`src/rtl/bus_pkg.sv`:
```
// Shared memory-bus definitions: default widths, master limits and master ids.
package bus_pkg;

    localparam int unsigned AW_DEF = 32;
    localparam int unsigned DW_DEF = 32;
    localparam int unsigned NM_MAX = 4;

    // Master index wide enough for NM_MAX masters
    typedef logic [1:0] mst_idx_t;

    localparam mst_idx_t MST_CPU        = 2'd0;
    localparam mst_idx_t MST_SERIALBOOT = 2'd1;

    // Arbiter ownership state
    typedef enum logic {
        ARB_IDLE  = 1'b0,
        ARB_OWNED = 1'b1
    } arb_state_t;

endpackage

```
`src/rtl/mem_bus_arbiter_rr_pick.sv`:
```
// Combinational round-robin picker: first requester at or after (last+1) mod NM.
module rr_pick
    import bus_pkg::*;
#(
    parameter int unsigned NM = 2
) (
    input  logic [NM-1:0] req,
    input  mst_idx_t      last,
    output logic          valid,
    output mst_idx_t      winner
);

    // Scan masters starting just after the previous owner, wrapping once
    always_comb begin
        valid  = 1'b0;
        winner = '0;
        for (int unsigned k = 1; k <= NM; k++) begin
            int unsigned idx;
            idx = 32'(last) + k;
            if (idx >= NM) idx = idx - NM;
            if (!valid && req[idx]) begin
                valid  = 1'b1;
                winner = mst_idx_t'(idx);
            end
        end
    end

endmodule

```
`src/rtl/mem_bus_arbiter.sv`:
```
// Round-robin arbiter sharing one memory slave port among NM bus masters.
module mem_bus_arbiter
    import bus_pkg::*;
#(
    parameter int unsigned NM = 2,
    parameter int unsigned AW = AW_DEF,
    parameter int unsigned DW = DW_DEF
) (
    input  logic             clk,
    input  logic             rst,
    input  logic [NM-1:0]    m_req,
    output logic [NM-1:0]    m_gnt,
    input  logic [NM*AW-1:0] m_a,
    input  logic [NM*DW-1:0] m_d,
    input  logic [NM-1:0]    m_we,
    input  logic [NM-1:0]    m_rd,
    output logic [DW-1:0]    m_spo,
    output logic [NM-1:0]    m_ready,
    output logic [AW-1:0]    s_a,
    output logic [DW-1:0]    s_d,
    output logic             s_we,
    output logic             s_rd,
    input  logic [DW-1:0]    s_spo,
    input  logic             s_ready
);

    arb_state_t state;
    mst_idx_t   own;
    mst_idx_t   last;
    logic       pick_valid;
    mst_idx_t   pick_win;
    logic       release_ok;

    rr_pick #(.NM(NM)) u_pick (
        .req    (m_req),
        .last   (last),
        .valid  (pick_valid),
        .winner (pick_win)
    );

    // Owner may let go only when idle on the slave and no strobe is pending
    assign release_ok = !m_req[own] && s_ready && !m_we[own] && !m_rd[own];

    // Ownership FSM: grant, hold, and direct handoff without an idle bubble
    always_ff @(posedge clk) begin
        if (rst) begin
            state <= ARB_IDLE;
            own   <= MST_CPU;
            last  <= mst_idx_t'(NM - 1);
            m_gnt <= '0;
        end else begin
            case (state)
                ARB_IDLE: begin
                    if (pick_valid) begin
                        state <= ARB_OWNED;
                        own   <= pick_win;
                        last  <= pick_win;
                        m_gnt <= NM'(1) << pick_win;
                    end
                end
                ARB_OWNED: begin
                    if (release_ok) begin
                        if (pick_valid) begin
                            own   <= pick_win;
                            last  <= pick_win;
                            m_gnt <= NM'(1) << pick_win;
                        end else begin
                            state <= ARB_IDLE;
                            m_gnt <= '0;
                        end
                    end
                end
                default: begin
                    state <= ARB_IDLE;
                    m_gnt <= '0;
                end
            endcase
        end
    end

    // Slave-side mux from the registered owner; zero added latency
    always_comb begin
        s_a     = '0;
        s_d     = '0;
        s_we    = 1'b0;
        s_rd    = 1'b0;
        m_ready = '0;
        if (state == ARB_OWNED) begin
            s_a          = m_a[32'(own)*AW +: AW];
            s_d          = m_d[32'(own)*DW +: DW];
            s_we         = m_we[own];
            s_rd         = m_rd[own];
            m_ready[own] = s_ready;
        end
    end

    // Read data is broadcast; masters qualify it with their own ready
    assign m_spo = s_spo;

    // A forwarded strobe must belong to the master holding the grant
    a_strobe_owner: assert property (@(posedge clk) disable iff (rst)
        (s_we || s_rd) |-> (m_gnt == (NM'(1) << own)));

endmodule

```
`config.mk`:
```
export PLATFORM = sky130hd
export DESIGN_NAME = mem_bus_arbiter
export DESIGN_NICKNAME = d
export VERILOG_FILES = /design/src/rtl/bus_pkg.sv /design/src/rtl/mem_bus_arbiter_rr_pick.sv /design/src/rtl/mem_bus_arbiter.sv
export SDC_FILE = /design/constraint.sdc
export NUM_CORES = 1
export LEC_CHECK = 0
export ABC_AREA = 1
export BUFFER_PORTS_ARGS = -buffer_cell sky130_fd_sc_hd__buf_2
export CAP_MARGIN = 30
export CORE_AREA = 5 5 102 104
export DETAILED_ROUTE_END_ITERATION = 12
export DIE_AREA = 0 0 107 109
export GPL_TIMING_DRIVEN = 0
export HOLD_SLACK_MARGIN = 0.02
export PLACE_DENSITY = 0.51
export SLEW_MARGIN = 20
export SYNTH_ARGS = -nofsm -noshare
export SYNTH_HDL_FRONTEND = slang
export SYNTH_HIERARCHICAL = 1
export SYNTH_SLANG_ARGS = --single-unit
```
`constraint.sdc`:
```
create_clock -name clk -period 4.17 [get_ports clk]
set_clock_uncertainty 0.2 [all_clocks]
set_input_delay 0.834 -clock clk [delete_from_list [all_inputs] [get_ports clk]]
set_output_delay 0.834 -clock clk [all_outputs]
set_load 0.01 [all_outputs]
```
=== Yosys cells after proc, flatten, opt, wreduce, memory -nomap -nowiden ===
Index checks and enable logic that the tools add are counted.
W data, S select, Z words.

* Register bits: 7
* Input bits: 169

* Add/subtract/negate cells: 4
* Magnitude comparators: 6
* Equality and inequality tests: 2
* Shift operators: 3
* Mux-type cells: 36
* Bitwise operators: 2
* Reduce and logical (&&, ||, !) cells: 10

{| class="wikitable"
|+ Operators by type and width
! kind !! number
|-
| $mux W32 || 4
|-
| $shiftx A64 B8 Y32 || 2
|-
| $ge A32 B2 Y1 const B || 2
|-
| $lt A32 B2 Y1 const B || 2
|-
| $sub A32 B2 Y32 const B || 2
|-
| $mux W2 || 10
|-
| $mux W1 || 17
|-
| $pmux W2 S2 || 3
|-
| $logic_and A1 B1 Y1 || 5
|-
| $logic_not A1 Y1 || 4
|-
| $add A2 B1 Y3 const B || 1
|-
| $add A2 B2 Y3 const B || 1
|-
| $and A2 B2 Y2 || 1
|-
| $ge A2 B1 Y1 const B || 1
|-
| $lt A2 B2 Y1 const B || 1
|-
| $ne A2 B1 Y1 const B || 1
|-
| $ne A2 B2 Y1 const B || 1
|-
| $pmux W1 S2 || 1
|-
| $reduce_and A2 Y1 || 1
|-
| $shl A1 B2 Y2 const A || 1
|-
| $demux W1 S1 || 1
|-
| $not A1 Y1 || 1
|}

=== Logic depth before layout (Yosys ltp) ===
Gate-level depths: netlist (run 1).

* Depth in word-level cells: 13
* Depth in mapped cells: 10
* Depth with buffers taken out: 9

=== Hierarchy ===
Netlist (run 1), hierarchy kept.

{| class="wikitable"
|+ By module, submodules not included
! module !! instances !! cells each !! area an instance (um2) !! sequential area each (um2)
|-
| mem_bus_arbiter || 1 || 234 || 1422.6 || 120.1
|-
| rr_pick || 1 || 7 || 30.0 || 0.0
|}

=== Least setup slack after synthesis (run 1) ===
OpenSTA, ideal clock, no wires.

* Path kind: input to output
* From: input s_ready
* To: output m_ready[0]
* Arrival time: 1.217 ns
* Data required time: 3.136 ns
* Slack: 1.919 ns
* Stages on the path: 2
* Buffers on the path: 0
* Cell sequence: inv_1 > nor4_1

* Word-level cells in the longest chain between the ends: 2

{| class="wikitable"
|+ RTL lines
! item !! RTL line !! text
|-
| start: declaration || mem_bus_arbiter.sv:24 || <nowiki>input logic s_ready</nowiki>
|-
| $and A2 B2 Y2 (no source line) || -- ||
|-
| $mux W2 || mem_bus_arbiter.sv:88 || <nowiki>if (state == ARB_OWNED) begin</nowiki>
|-
| end: declaration || mem_bus_arbiter.sv:18 || <nowiki>output logic [NM-1:0] m_ready,</nowiki>
|}

No other way between the ends.

=== Final worst setup path (run 1) ===
* From: register state
* To: output s_a[24]

* Word-level cells in the longest chain between the ends: 1

{| class="wikitable"
|+ RTL lines
! item !! RTL line !! text
|-
| start: declaration || mem_bus_arbiter.sv:27 || <nowiki>arb_state_t state;</nowiki>
|-
| start signal: assignment || mem_bus_arbiter.sv:47 || <nowiki>state <= ARB_IDLE;</nowiki>
|-
| start signal: assignment || mem_bus_arbiter.sv:55 || <nowiki>state <= ARB_OWNED;</nowiki>
|-
| start signal: assignment || mem_bus_arbiter.sv:68 || <nowiki>state <= ARB_IDLE;</nowiki>
|-
| $mux W32 || mem_bus_arbiter.sv:88 ||
|-
| end: declaration || mem_bus_arbiter.sv:19 || <nowiki>output logic [AW-1:0] s_a,</nowiki>
|}

No other way between the ends.

==> results of run 1 <==
[where the power goes]
group          leakage [nW]  internal, mW  switching [mW]
registers            0.0495        0.0615         0.00240
logic                  1.64         0.158           0.158
clock network        0.0216        0.0620          0.0247
[worst max path at each step]
stage	start	endpoint	slack, ns	depth (start not counted)
finish	state	s_a[24]	1.44	5
global route	state	s_a[22]	1.25	5
CTS	state	s_a[24]	1.32	5
global placement	state	s_a[24]	1.64	5
floorplan	s_ready	m_ready[0]	1.92	2
detailed placement	state	s_a[24]	1.57	5
[metrics by stage]
step                std cells  setup slack, ns  total power [mW]
floorplan                 241             1.92             0.234
global route              596             1.25             0.508
CTS                       596             1.32             0.475
finish                    596             1.44             0.467
detailed placement        593             1.57             0.384
global placement          593             1.64             0.381
[cell usage in the layout (no fill, tap or decap), types with 3 or more instances in the layout]
cell type  netlist  layout
buf_4           32      32
clkbuf_8         0       3
nand2_1         18      18
a21oi_1          7       7
nor2_1          69      69
inv_1            7       7
nand3_1          4       4
dfxtp_1          6       6
a22oi_1         64      64
buf_2           14     252
clkbuf_1         5       5
[area by class of cell]
type,instances,share of cell area [%]
Buffer,52,12.0
Clock buffer,3,1.46
Inverter,9,1.37
Multi-Input combinational cell,174,33.7
Sequential cell,6,4.25
Tap cell,114,5.04
Timing Repair Buffer,238,42.1
[worst min-delay path, stage by stage, from the launching register on]
cell,delay (ns)
dfxtp_1,0.30
nand3_1,0.07
a21oi_1,0.06
[per-layer routing]
layer	vias up	track usage [%]
li1	1298	-
met4	0	1.37
met5	-	0
met1	1100	13.5
met2	165	21.6
met3	5	3.08
[synthesized netlist by cell type, drive strengths merged]
cell    count  area (um^2)
a21oi       7         35.0
clkbuf      5         18.8
a21boi      1         7.51
a211oi      1         7.51
nand3b      1         7.51
clkinv      1         3.75
nand3       5         30.0
nand2      20         80.1
inv         8         35.0
o21ai       1         5.00
buf        47          322
nor2       72          288
nor4        2         12.5
a22oi      64          480
dfxtp       6          120
[cells by family (layout without fill, tap and decap cells)]
group                  after synthesis  after routing  synth area share (%)
DFF                                  6              6                  8.27
AOI/OAI and AO/OA                   74             74                  36.9
and+or+nand+nor                    100            100                  28.8
buffers and inverters               61            302                  26.1
[registers in the layout, summed over array words and instances (netlist names)]
signal and count:
state 1, m_gnt 2, own 2, last 1
==> results.sh, run 1 <==
export IMPL_r2r_end="last[0]"
export IMPL_clkSinkCount=6
export IMPL_p_leak_nw=1.71
export IMPL_hp_class="reg -> reg"
export IMPL_holdPathEnd="m_gnt[0]"
export IMPL_critPathMaxFanout=10
export IMPL_wl_met1_um=2880
export IMPL_path_clk_slew_ns=0.04
export IMPL_top_layer="met4"
export IMPL_die_x_um=107
export IMPL_areaGrowthSynthToFinish_pct=94.7
export IMPL_fin_hold_ws_ns=0.279
export IMPL_ys_ff_latch=6
export IMPL_cts_made_buffers=3
export IMPL_cts_root_buffer="clkbuf_8"
export IMPL_ctsHoldBuffers=0
export IMPL_yosysSeqAreaShare_pct=8.27
export IMPL_grt_pass1_vias=2316
export IMPL_drc_errors=0
export IMPL_numPortBuffers=238
export IMPL_critPathRequiredTime_ns=3.14
export IMPL_pwr_density_cell_nw_per_um2=165
export IMPL_syn_avg_cell_area_um2=6.03
export IMPL_crit_path_frequent_cell="buf_2"
export IMPL_hold_violations=0
export IMPL_r2r_start="own[0]"
export IMPL_slowest_stage="dfxtp_1"
export IMPL_grt_usage_pct=11.5
export IMPL_yosysWarnings=6
export IMPL_wl_met2_um=4130
export IMPL_clk_latency_ns=0.22
export IMPL_vias=2568
export IMPL_syn_nets=410
export IMPL_die_h_um=109
export IMPL_cts_setup_buffers=0
export IMPL_antenna_cells=0
export IMPL_peakVddDrop_mv=0.0715
export IMPL_gp_congestion=0.704
export IMPL_htree_levels=1
export IMPL_overflow=0
export IMPL_timing_fmax_mhz=367
export IMPL_grt_pass1_wl_um=11100
export IMPL_timing_setup_tns_ns=0
export IMPL_cts_resized=0
export IMPL_maxSlewViolCount=0
export IMPL_drt_iter0_drc=189
export IMPL_worst_setup_path_type="reg -> out"
export IMPL_ant_nets=0
export IMPL_cp_start_kind="register"
export IMPL_drt_wirelength_per_cell_um=13.4
export IMPL_fillers=1090
export IMPL_dieArea_um2=11700
export IMPL_status="completed"
export IMPL_worst_slew_pin_slew_ns=0.455
export IMPL_post_route_period_util_pct=65.4
export IMPL_clockBufferDepth=2
export IMPL_place_hpwl_um=7010
export IMPL_max_stage_delay_ns=0.39
export IMPL_max_cap_viol_count=0
export IMPL_multiInputGateArea_um2=953
export IMPL_antenna_found_initial=0
export IMPL_crit_arrival_ns=1.69
export IMPL_cts_tree="built"
export IMPL_r2r_cells=10
export IMPL_grt_max_degree=11
export IMPL_crit_family="buffers and inverters"
export IMPL_wl_met3_um=927
export IMPL_start_util_pct=15.4
export IMPL_rows=36
export IMPL_coreArea_um2=9460
export IMPL_min_period_ns=2.73
export IMPL_drt_total_wl_um=7960
export IMPL_worstHoldPathCells=2
export IMPL_synth_area_um2=1450
export IMPL_path_cells="clkinv_1, buf_2, clkbuf_1, nor2_1, buf_2"
export IMPL_drive_above_1_share_pct=61.2
export IMPL_firstDrtPassIters=4
export IMPL_viasPerCell=4.31
export IMPL_setup_violations_final=0
export IMPL_place_area_um2=2790
export IMPL_r2r_slack_ns=2.73
export IMPL_final_core_util_pct=29.9
export IMPL_rsz0062_at_grt="no"
export IMPL_ys_types=22
export IMPL_worst_path_buf_inv=4
export IMPL_end_kind="output pin"
export IMPL_fin_nets=653
export IMPL_slew_headroom_pct=69.7
export IMPL_synth_cells=241
export IMPL_min_delay_start="m_gnt[0]"
export IMPL_io_pins=271
export IMPL_seqCellArea_um2=120
export IMPL_fin_area_um2=2830
No activity file was read; power rests on OpenSTA's default activity.
==> inputs of run 2 (changes only) <==
- ABC_AREA: 1 -> 0
- CORE_AREA: 5 5 102 104 -> 5 5 101 103
- DIE_AREA: 0 0 107 109 -> 0 0 106 108
- PLACE_DENSITY: 0.51 -> 0.56
- clock period: 4.17 -> 2.4 ns (I/O delays scaled with it)
==> results.sh, run 2 <==
export IMPL_fin_hold_ws_ns=0.280
export IMPL_viasPerCell=4.11
export IMPL_crit_family="buffers and inverters"
export IMPL_yosys_top_cells_count="68 x nor2_1, 67 x mux2i_1, 34 x buf_4"
export IMPL_path_cells="buf_6, buf_4, buf_4, mux2i_1, nor2_1, buf_2"
export IMPL_synth_area_um2=1580
export IMPL_synth_area_top_cells="mux2i_1 43%, buf_4 16%, nor2_1 16%"
export IMPL_clkSinkCount=6
export IMPL_drt_iter0_drc=107
export IMPL_place_hpwl_um=6770
export IMPL_cts_root_buffer="clkbuf_8"
export IMPL_netlist_top_cell_by_area="mux2i_1"
export IMPL_slew_headroom_pct=72.4
export IMPL_numPortBuffers=238
export IMPL_syn_avg_cell_area_um2=7.30
export IMPL_maxSlewViolCount=0
export IMPL_end_kind="output pin"
export IMPL_clk_latency_ns=0.22
export IMPL_critPathRequiredTime_ns=1.72
export IMPL_grt_pass1_wl_um=11000
export IMPL_final_cell_mix="245 x buf_2, 68 x nor2_1, 67 x mux2i_1"
export IMPL_crit_path_frequent_cell="buf_4"
export IMPL_ys_flop_type="dfxtp_1"
export IMPL_p_leak_nw=1.67
export IMPL_coreArea_um2=9110
export IMPL_hp_class="reg -> reg"
export IMPL_cts_made_buffers=3
export IMPL_setup_violations_final=0
export IMPL_yosysSeqAreaShare_pct=7.61
export IMPL_firstDrtPassIters=4
export IMPL_cts_setup_buffers=0
export IMPL_crit_arrival_ns=1.56
export IMPL_synth_cells=216
export IMPL_antenna_found_initial=0
export IMPL_fin_nets=628
export IMPL_yosysWarnings=6
export IMPL_syn_nets=385
export IMPL_synth_edf_count=0
export IMPL_start_util_pct=17.3
export IMPL_fillers=995
export IMPL_critPathMaxFanout=10
export IMPL_min_period_ns=2.24
export IMPL_io_pins=271
export IMPL_final_common_cell="buf_2"
export IMPL_htree_levels=1
export IMPL_worst_path_buf_inv=4
export IMPL_max_cap_viol_count=0
export IMPL_synthArstFlopShare_pct=0
export IMPL_pwr_density_cell_nw_per_um2=266
export IMPL_grt_pass1_vias=2393
export IMPL_clockBufferDepth=2
export IMPL_gp_congestion=0.784
export IMPL_ant_nets=0
export IMPL_peakVddDrop_mv=0.153
export IMPL_areaGrowthSynthToFinish_pct=87.3
export IMPL_grt_max_degree=11
export IMPL_status="completed"
export IMPL_rsz0062_at_grt="no"
export IMPL_overflow=0
export IMPL_synth_top_cell_area_share_pct=42.5
export IMPL_layoutNonFillerInstCount=568
export IMPL_yosysMostFrequentCell="nor2_1"
export IMPL_die_h_um=108
export IMPL_post_route_period_util_pct=93.2
export IMPL_timing_setup_tns_ns=0
export IMPL_drt_wirelength_per_cell_um=13.3
export IMPL_hold_violations=0
export IMPL_die_x_um=106
export IMPL_dieArea_um2=11400
export IMPL_path_clk_slew_ns=0.04
export IMPL_reg_top3="m_gnt: 2 flops, own: 2 flops"
export IMPL_rows=35
export IMPL_slowest_stage="dfxtp_1"
export IMPL_cts_tree="built"
export IMPL_ys_ff_latch=6
export IMPL_place_ws_ns=0.224
export IMPL_vias=2335
export IMPL_grt_usage_pct=11.3
export IMPL_drt_total_wl_um=7530
export IMPL_cp_start_kind="register"
export IMPL_drc_errors=0
export IMPL_ys_types=30
export IMPL_drive_above_1_share_pct=64.3
export IMPL_dp_cells=565
export IMPL_antenna_cells=0
export IMPL_setup_ws_ns=0.164
export IMPL_worst_setup_path_type="reg -> out"
export IMPL_timing_fmax_mhz=447
export IMPL_worst_slew_pin_slew_ns=0.414
export IMPL_max_stage_delay_ns=0.31
## run 2: metal layers
metal / GRT usage, % / share of wire [%]
met4: 1.39 / 0
met1: 12.3 / 36
met5: 0 / 0
met3: 3.04 / 9.0
met2: 22.4 / 55
## run 2: kinds of logic (layout without fill, tap and decap cells)
family                 count (synthesis)  in the layout  synth area share [%]
and+or+nand+nor                       82             82                  22.1
muxes                                 68             68                  43.4
buffers and inverters                 48            289                  20.5
AOI/OAI and AO/OA                     12             12                  6.42
DFF                                    6              6                  7.61
## run 2: final timing paths
kind	from	endpoint	slack, ns	cells after the start
worst max register to register	own[0]	m_gnt[1]	0.82	5
worst min register to register	m_gnt[1]	m_gnt[1]	0.28	1
worst max-delay path	own[0]	s_a[25]	0.16	6
worst min-delay path	m_gnt[1]	m_gnt[1]	0.28	1
## run 2: timing repair
| item | in CTS | in global routing |
|---|---|---|
| hold buffers | 0 | 0 |
| gates resized for setup | 1 | 4 |
| endpoints found under the setup margin | 1 | 40 |
## run 2: final cells by class
cell class,count,area (um^2),share of cell area (%)
plain buffers,47,325,11.0
inverters,1,3.75,0.127
flip-flops and latches,6,120,4.06
repair buffers,238,1190,40.3
well taps,111,139,4.70
clock buffers,3,41.3,1.40
multi-input cells,162,1130,38.4
## run 2: through the flow
step / util [%] / power, mW / cell area [um^2]
after detailed placement: 31.9 / 0.645 / 2910
after CTS: 32.4 / 0.798 / 2950
after global routing: 32.4 / 0.852 / 2960
final: 32.4 / 0.786 / 2960
after global placement: 31.9 / 0.638 / 2910
after floorplan: - / 0.392 / 1580
## run 2: power by group
| group | internal [mW] | leakage (nW) | switching, mW |
|---|---|---|---|
| registers | 0.107 | 0.0495 | 0.00479 |
| clock network | 0.108 | 0.0216 | 0.0407 |
| logic | 0.274 | 1.60 | 0.252 |
| total | 0.489 | 1.67 | 0.297 |
==> inputs of run 3 (changes only) <==
- CAP_MARGIN: 30 -> not set
- GPL_TIMING_DRIVEN: 0 -> 1
- SETUP_SLACK_MARGIN: not set -> 0.4
==> results.sh, run 3 (synthesis gave the netlist of run 2 again) <==
export IMPL_rsz0062_at_grt="yes"
export IMPL_overflow=0
export IMPL_areaGrowthSynthToFinish_pct=73.3
export IMPL_min_period_ns=2.00
export IMPL_path_cells="buf_4, clkbuf_16, mux2i_1, nor2_1, buf_2"
export IMPL_io_pins=271
export IMPL_dieArea_um2=11400
export IMPL_cts_tree="built"
export IMPL_cts_root_buffer="clkbuf_8"
export IMPL_rows=35
export IMPL_max_cap_viol_count=0
export IMPL_power_mw=0.763
export IMPL_hold_violations=0
export IMPL_coreArea_um2=9110
export IMPL_r2r_cells=7
export IMPL_drt_wirelength_per_cell_um=13.3
export IMPL_place_ws_ns=0.579
export IMPL_r2r_start="own[0]"
export IMPL_fillers=974
export IMPL_reg_top3="m_gnt: 2 flops, own: 2 flops"
export IMPL_max_stage_delay_ns=0.44
export IMPL_worst_slew_pin_slew_ns=0.415
export IMPL_vias=2110
export IMPL_antenna_cells=0
export IMPL_ant_nets=0
export IMPL_worst_setup_path_type="reg -> out"
export IMPL_cp_start_kind="register"
export IMPL_firstDrtPassIters=4
export IMPL_multiInputGateArea_um2=1160
export IMPL_cp_endpoint="s_a[21]"
export IMPL_place_hpwl_um=5290
export IMPL_drt_total_wl_um=6680
export IMPL_grt_max_degree=39
export IMPL_setup_violations_final=0
export IMPL_htree_levels=1
export IMPL_fin_nets=560
export IMPL_status="completed"
export IMPL_start_util_pct=17.3
export IMPL_final_cell_mix="206 x buf_2, 68 x nor2_1, 63 x mux2i_1"
export IMPL_critPathRequiredTime_ns=1.72
export IMPL_end_kind="output pin"
export IMPL_viasPerCell=4.21
export IMPL_grt_pass1_wl_um=9300
export IMPL_slew_headroom_pct=72.1
export IMPL_drive_above_1_share_pct=60.3
export IMPL_maxSlewViolCount=0
export IMPL_seqCellArea_um2=125
export IMPL_r2r_slack_ns=0.48
export IMPL_grt_pass1_vias=2055
export IMPL_gp_congestion=0.781
export IMPL_setup_ws_ns=0.396
export IMPL_drc_errors=0
export IMPL_p_leak_nw=1.44
export IMPL_slowest_stage="dfxtp_4"
export IMPL_drt_iter0_drc=74
export IMPL_numPortBuffers=206
export IMPL_clk_latency_ns=0.23
export IMPL_final_core_util_pct=30.0
export IMPL_die_h_um=108
export IMPL_path_clk_slew_ns=0.04
export IMPL_antenna_found_initial=0
export IMPL_crit_arrival_ns=1.32
export IMPL_r2r_end="m_gnt[1]"
export IMPL_post_route_period_util_pct=83.5
export IMPL_peakVddDrop_mv=0.140
export IMPL_layoutNonFillerInstCount=501
export IMPL_grt_usage_pct=9.53
export IMPL_clkSinkCount=6
export IMPL_timing_setup_tns_ns=0
export IMPL_hp_class="reg -> reg"
export IMPL_clockBufferDepth=2
export IMPL_timing_fmax_mhz=499
export IMPL_dp_cells=490
export IMPL_crit_start="own[0]"
export IMPL_pwr_density_cell_nw_per_um2=279
export IMPL_critPathMaxFanout=9
export IMPL_cts_made_buffers=3
export IMPL_die_x_um=106
export IMPL_final_common_cell="buf_2"
==> run 3: changes by cell type in the layout (fill, tap and decap cells not counted), moves of 2 or more <==
| cell | previous run | this run |
|---|---|---|
| buf_16 | 0 | 3 |
| mux2i_1 | 67 | 63 |
| dfxtp_1 | 6 | 4 |
| buf_12 | 0 | 2 |
| mux2i_2 | 1 | 5 |
| buf_2 | 245 | 206 |
| clkbuf_2 | 4 | 0 |
| clkbuf_16 | 0 | 3 |
| buf_4 | 34 | 2 |
==> run 3: worst max-delay path: cells and delay by family (launching register included) <==
kind                   cells  cell delay (ns)
DFF                        1             0.44
buffers and inverters      3             0.43
muxes                      1             0.18
and+or+nand+nor            1             0.05
==> run 3: stage by stage <==
step | hold WS, ns | area [um^2]
after floorplan | 0.254 | 1580
after detailed placement | 0.260 | 2490
final | 0.286 | 2730
after global routing | 0.304 | 2730
after CTS | 0.275 | 2580
after global placement | 0.276 | 2490
==> run 3: area by class of cell <==
class / instances / share of cell area, %
clock buffers: 4 / 1.65
inverters: 1 / 0.137
multi-input cells: 162 / 42.5
flip-flops and latches: 6 / 4.58
well taps: 111 / 5.08
repair buffers: 217 / 46.0
==> run 3: where the power goes <==
part	leakage [nW]	internal (mW)	switching, mW
registers	0.0503	0.107	0.00972
logic	1.36	0.256	0.224
clock network	0.0228	0.115	0.0523
total	1.44	0.477	0.286
==> run 3: worst min path at each step <==
stage               endpoint      from  slack, ns  depth (start not counted)
finish              m_gnt[1]  m_gnt[1]       0.29                          1
global route           state       rst       0.30                          2
CTS                 m_gnt[0]  m_gnt[0]       0.27                          1
detailed placement  m_gnt[0]  m_gnt[0]       0.26                          1
global placement    m_gnt[1]  m_gnt[1]       0.28                          1
floorplan             own[1]    own[1]       0.25                          2
==> run 3: timing repair <==
item                       CTS  global route
setup buffers                0             3
setup endpoints to repair   41            67
hold buffers                 0             0
pin swaps                    0             1
gates cloned                 1             3
resized for setup            3            12
==> run 3: metal layers <==
metal	wire length, um	global-route usage [%]
met1	2430	10.3
met2	3530	17.9
met3	648	3.10
met4	74	2.68
met5	0	0
